--- src/rtl/spi_counter_sequencer.sv ---
// Run/stop decimal counter that streams each new value to the SPI byte engine as a {hi, lo} frame.
// Latency: a pending value reaches o_start two cycles after IDLE sees it; each byte waits for i_done without a timeout.
module spi_counter_sequencer #(
    parameter int TICK_DIV  = 10_000_000,
    parameter int COUNT_MAX = 9999
) (
    input  logic        clk,
    input  logic        reset,
    input  logic        i_run_stop,
    input  logic        i_clear,
    input  logic        i_done,
    output logic        o_start,
    output logic [7:0]  o_tx_data,
    output logic        o_ss_n,
    output logic [13:0] o_count,
    output logic        o_running
);

    localparam int              TW        = $clog2(TICK_DIV);
    localparam logic [TW-1:0]   TICK_LAST = TW'(TICK_DIV - 1);
    localparam logic [13:0]     CNT_LAST  = 14'(COUNT_MAX);

    typedef enum logic [2:0] {
        IDLE,
        SS_SETUP,
        SEND_HI,
        WAIT_HI,
        SEND_LO,
        WAIT_LO,
        SS_HOLD
    } state_t;

    state_t          state;
    state_t          state_nxt;
    logic            running;
    logic [TW-1:0]   tick_cnt;
    logic [13:0]     count;
    logic [13:0]     snap;
    logic            pending;
    logic            tick;
    logic            frame_take;

    assign tick       = running && (tick_cnt == TICK_LAST);
    assign frame_take = (state == IDLE) && pending;
    assign o_count    = count;
    assign o_running  = running;

    // pending comes out of reset set so the remote display is forced to 0000.
    always_ff @(posedge clk or negedge reset) begin
        if (!reset) begin
            running  <= 1'b0;
            tick_cnt <= '0;
            count    <= '0;
            pending  <= 1'b1;
            snap     <= '0;
        end else begin
            if (i_run_stop) begin
                running <= !running;
            end

            if (i_clear) begin
                tick_cnt <= '0;
            end else if (running) begin
                tick_cnt <= tick ? '0 : tick_cnt + 1'b1;
            end

            if (i_clear) begin
                count <= '0;
            end else if (tick) begin
                count <= (count == CNT_LAST) ? 14'd0 : count + 14'd1;
            end

            // A new event on the same edge a frame launches re-arms pending.
            if (i_clear || tick) begin
                pending <= 1'b1;
            end else if (frame_take) begin
                pending <= 1'b0;
            end

            if (frame_take) begin
                snap <= count;
            end
        end
    end

    always_ff @(posedge clk or negedge reset) begin
        if (!reset) begin
            state <= IDLE;
        end else begin
            state <= state_nxt;
        end
    end

    always_comb begin
        state_nxt = state;
        o_start   = 1'b0;
        o_tx_data = 8'h00;
        o_ss_n    = 1'b0;
        case (state)
            IDLE: begin
                o_ss_n = 1'b1;
                if (pending) begin
                    state_nxt = SS_SETUP;
                end
            end
            SS_SETUP: begin
                state_nxt = SEND_HI;
            end
            SEND_HI: begin
                o_start   = 1'b1;
                o_tx_data = {2'b00, snap[13:8]};
                state_nxt = WAIT_HI;
            end
            WAIT_HI: begin
                o_tx_data = {2'b00, snap[13:8]};
                if (i_done) begin
                    state_nxt = SEND_LO;
                end
            end
            SEND_LO: begin
                o_start   = 1'b1;
                o_tx_data = snap[7:0];
                state_nxt = WAIT_LO;
            end
            WAIT_LO: begin
                o_tx_data = snap[7:0];
                if (i_done) begin
                    state_nxt = SS_HOLD;
                end
            end
            SS_HOLD: begin
                state_nxt = IDLE;
            end
            default: begin
                o_ss_n    = 1'b1;
                state_nxt = IDLE;
            end
        endcase
    end

endmodule
--- config.mk ---
export PLATFORM = sky130hd
export DESIGN_NAME = spi_counter_sequencer
export DESIGN_NICKNAME = d
export VERILOG_FILES = /design/src/rtl/spi_counter_sequencer.sv
export SDC_FILE = /design/constraint.sdc
export NUM_CORES = 1
export LEC_CHECK = 0
export ABC_AREA = 1
export BUFFER_PORTS_ARGS = -buffer_cell sky130_fd_sc_hd__buf_2
export CORE_AREA = 2 2 81 83
export DETAILED_ROUTE_END_ITERATION = 10
export DIE_AREA = 0 0 83 85
export PLACE_DENSITY = 0.75
export SYNTH_ARGS = -nofsm -noshare
export SYNTH_HDL_FRONTEND = slang
export SYNTH_SLANG_ARGS = --single-unit
--- constraint.sdc ---
create_clock -name clk -period 2.5 [get_ports clk]
set_clock_uncertainty 0.05 [all_clocks]
set_input_delay 0.125 -clock clk [delete_from_list [all_inputs] [get_ports clk]]
set_output_delay 0.125 -clock clk [all_outputs]
set_load 0.01 [all_outputs]
==> impl_results.md <==
- Critical Path Sink Type: register
- Internal reg-to-reg setup slack: 0.68 ns
- Detailed-placement wirelength estimate: 5.34 mm
- Final global-route overflow total: 0
- Global-route total usage across every layer: 23.3%
- Synthesis-to-layout area growth: 12.8%
- Required time of the worst setup path: 2.68 ns
- TritonCTS clock tree: yes
- Reg-to-Reg End: o_count[3]
- Fraction of the cycle the final worst path needs: 72.8%
- Total inserted antenna cells: 0
- Startpoint of the worst-slack reg-to-reg timing path: tick_cnt[1]
- I/O pin total: 30
- RSZ-0062 raised after global routing: no
- GPL Wtd Cong: 0.915
- Static Leakage: 1.79 nW
- Clock latency on the worst-skew pair: 0.34 ns
- Detailed Routing Iterations Pass 1: 5
- Dominant synthesized flop cell: dfrtp_1
- Count of final setup violators: 0
- Post-Route WL: 7.53 mm
- DR iter-0 viols: 123
- Initial core utilization: 53.7%
- Worst-case headroom to the max-slew limit: 53.0%
- Detailed-route DRC error count: 0
- Sequential share of the synthesized area: 42.8%
- Final design utilization: 60.6%
- Top-count cell post-synth: nand2_1
- DR vias: 3025
- Via count of the first global-routing pass: 2968
- Worst-case vdd ir drop: 497 uV
- Clock transition time at the flip-flop clock pins of the worst setup and hold paths: 0.07 ns
- Number of enable-type register cells in the synthesized netlist: 0
- Transition time at the pin with the least slew margin: 0.706 ns
- Count of standard-cell rows: 29
- Ranking of synthesized cells by area: dfrtp_1 42%, nand2_1 17%, nor2_1 8.8%
- R2r worst-path depth: 10
- Antenna violation net count after detailed routing: 0
- Synthesized area per cell: 7.23 sq um
- Biggest area consumer among synthesized cells: dfrtp_1
- Pin count of the biggest net entering global routing: 58
- Die area: 7060 sq um
- Worst setup path class: reg2reg
- Synth top cells by count: 148 x nand2_1, 78 x nor2_1, 56 x dfrtp_1
- Data arrival at the endpoint of the critical path: 2.00 ns
- Fin Setup TNS: 0 ns
- Initial antenna violation count: 0
- Type of the tightest min-delay check: in2reg
- Synthesized flop and latch total: 57
- Cells after Synth: 461
- Num CTS Buffers: 9
- Total nets after synthesis: 468
- Die boundary height: 85 um
- Hold Path Stages: 4
- Final nets: 506
- Capture point of the worst path: o_count[3]
- Proportion of synthesized flip-flops having asynchronous set or reset: 100%
- Cell area after technology mapping: 3330 sq um
- Total number of clock tree sinks: 57
- Startpoint class of the critical path: register
- Buffer type at the clock tree root: clkbuf_8
- Global-route wire length before repair: 13.3 mm
- Number of endpoints with negative hold slack in the final report: 0
- Max-Cap Viols: 0
- Number of port buffers: 29
- Share of cells above drive strength 1: 13.5%
- Vias/cell: 5.21
- Floorplan Core Area: 6200 sq um
- Origin of the worst setup path: tick_cnt[1]
- Warnings, synthesis: 0
- Upper clock frequency limit: 0.549 GHz
- Die X-Extent: 83 um
- CTS-repair resized insts: 0
- Fin. max-slew vios: 0
- Power per Cell Area: 642 nW/um^2
- Number of levels in the clock H-tree: 3
- Count of different cell masters after synthesis: 34
- Status: finished clean
- Largest fanout on the critical path: 24
- Average wire per standard cell: 13.0 um
- Synth top area share: 42.1%
- Min Tclk post-route: 1.82 ns
- Max Buffers Root-to-Sink: 2
-- sequential cells by signal (all words and copies together) (netlist names) --
| signal | flops |
|---|---|
| pending | 1 |
| tick_cnt | 24 |
| state | 3 |
| o_running | 1 |
| snap | 14 |
| o_count | 14 |
-- layout by cell type (no fill, tap or decap), types with 3 or more instances in the layout --
master and n:
nand4_1 12, xor2_1 11, nor2_4 5, nand3_1 29
a32o_1 6, nor2_2 7, a21oi_1 7, clkbuf_8 12
nor2_1 78, nor3_1 5, dlygate4sd3_1 3, buf_2 29
dfrtp_1 56, inv_1 44, nand2_1 148, o21ai_0 21
-- routing by layer --
layer / vias up / GRT usage (%) / wire length [um]
met5: - / 0 / 0
met4: 0 / 13.3 / 183
met3: 16 / 3.60 / 299
met2: 77 / 39.6 / 3720
met1: 1393 / 28.3 / 3320
li1: 1539 / - / -
-- cells by family after synthesis --
logic type,count (synthesis),synth area share (%)
AO/OA/AOI/OAI,38,6.80
AND/OR/NAND/NOR,295,38.6
XOR/XNOR,13,3.42
buffers and inverters,56,7.59
adder cells (fa/ha/maj),2,0.751
flip-flops,57,42.8
-- through the flow --
stage / hold WS [ns] / cell area (sq um) / total power, W / cells / worst slack, ns
5_1_grt: 0.157 / 3760 / 0.00256 / 581 / 0.503
3_5_place_dp: 0.258 / 3520 / 0.00152 / 562 / 0.698
2_1_floorplan: -0.221 / 3330 / 0.00139 / 461 / 0.909
4_1_cts: 0.107 / 3760 / 0.00244 / 581 / 0.680
3_3_place_gp: 0.256 / 3520 / 0.00151 / 562 / 0.764
6_report: 0.121 / 3760 / 0.00241 / 581 / 0.679
-- area by class of cell --
class | instances | area, sq um
tap | 77 | 96.3
multi-input combinational | 348 | 1650
inverter | 49 | 186
fill | 577 | 2440
timing repair buffer | 34 | 190
sequential | 57 | 1430
clock inverter | 2 | 35.0
clock buffer | 14 | 173
-- critical path, stage by stage (launching register included) --
cell and delay (ns):
dfrtp_1 0.38, ha_1 0.21, nand2_2 0.08, nor2_4 0.10, nand2_2 0.07, nor2_2 0.09, nand3_2 0.11, nand2_4 0.26
inv_4 0.17, nand2_1 0.10, nand2_1 0.06
-- power by group --
part / switching, W / internal (W) / leakage (nW)
clock: 0.000364 / 0.000541 / 0.107
combinational: 0.000299 / 0.000133 / 0.905
sequential: 0.0000879 / 0.000988 / 0.783
total: 0.000750 / 0.00166 / 1.79
-- timing repair --
action | CTS | global route
setup buffers | 0 | 0
hold buffers | 3 | 0
setup endpoints to repair | 0 | 0
endpoints found under the hold margin | 58 | 0
-- worst min-delay path by stage --
stage | from | slack [ns] | to
floorplan | reset | -0.22 | o_count[0]
global placement | reset | 0.26 | state[2]
detailed placement | reset | 0.26 | state[2]
CTS | i_clear | 0.11 | o_count[7]
global route | i_clear | 0.16 | o_count[6]
finish | i_clear | 0.12 | o_count[7]
(Power assumes the default switching activity.)
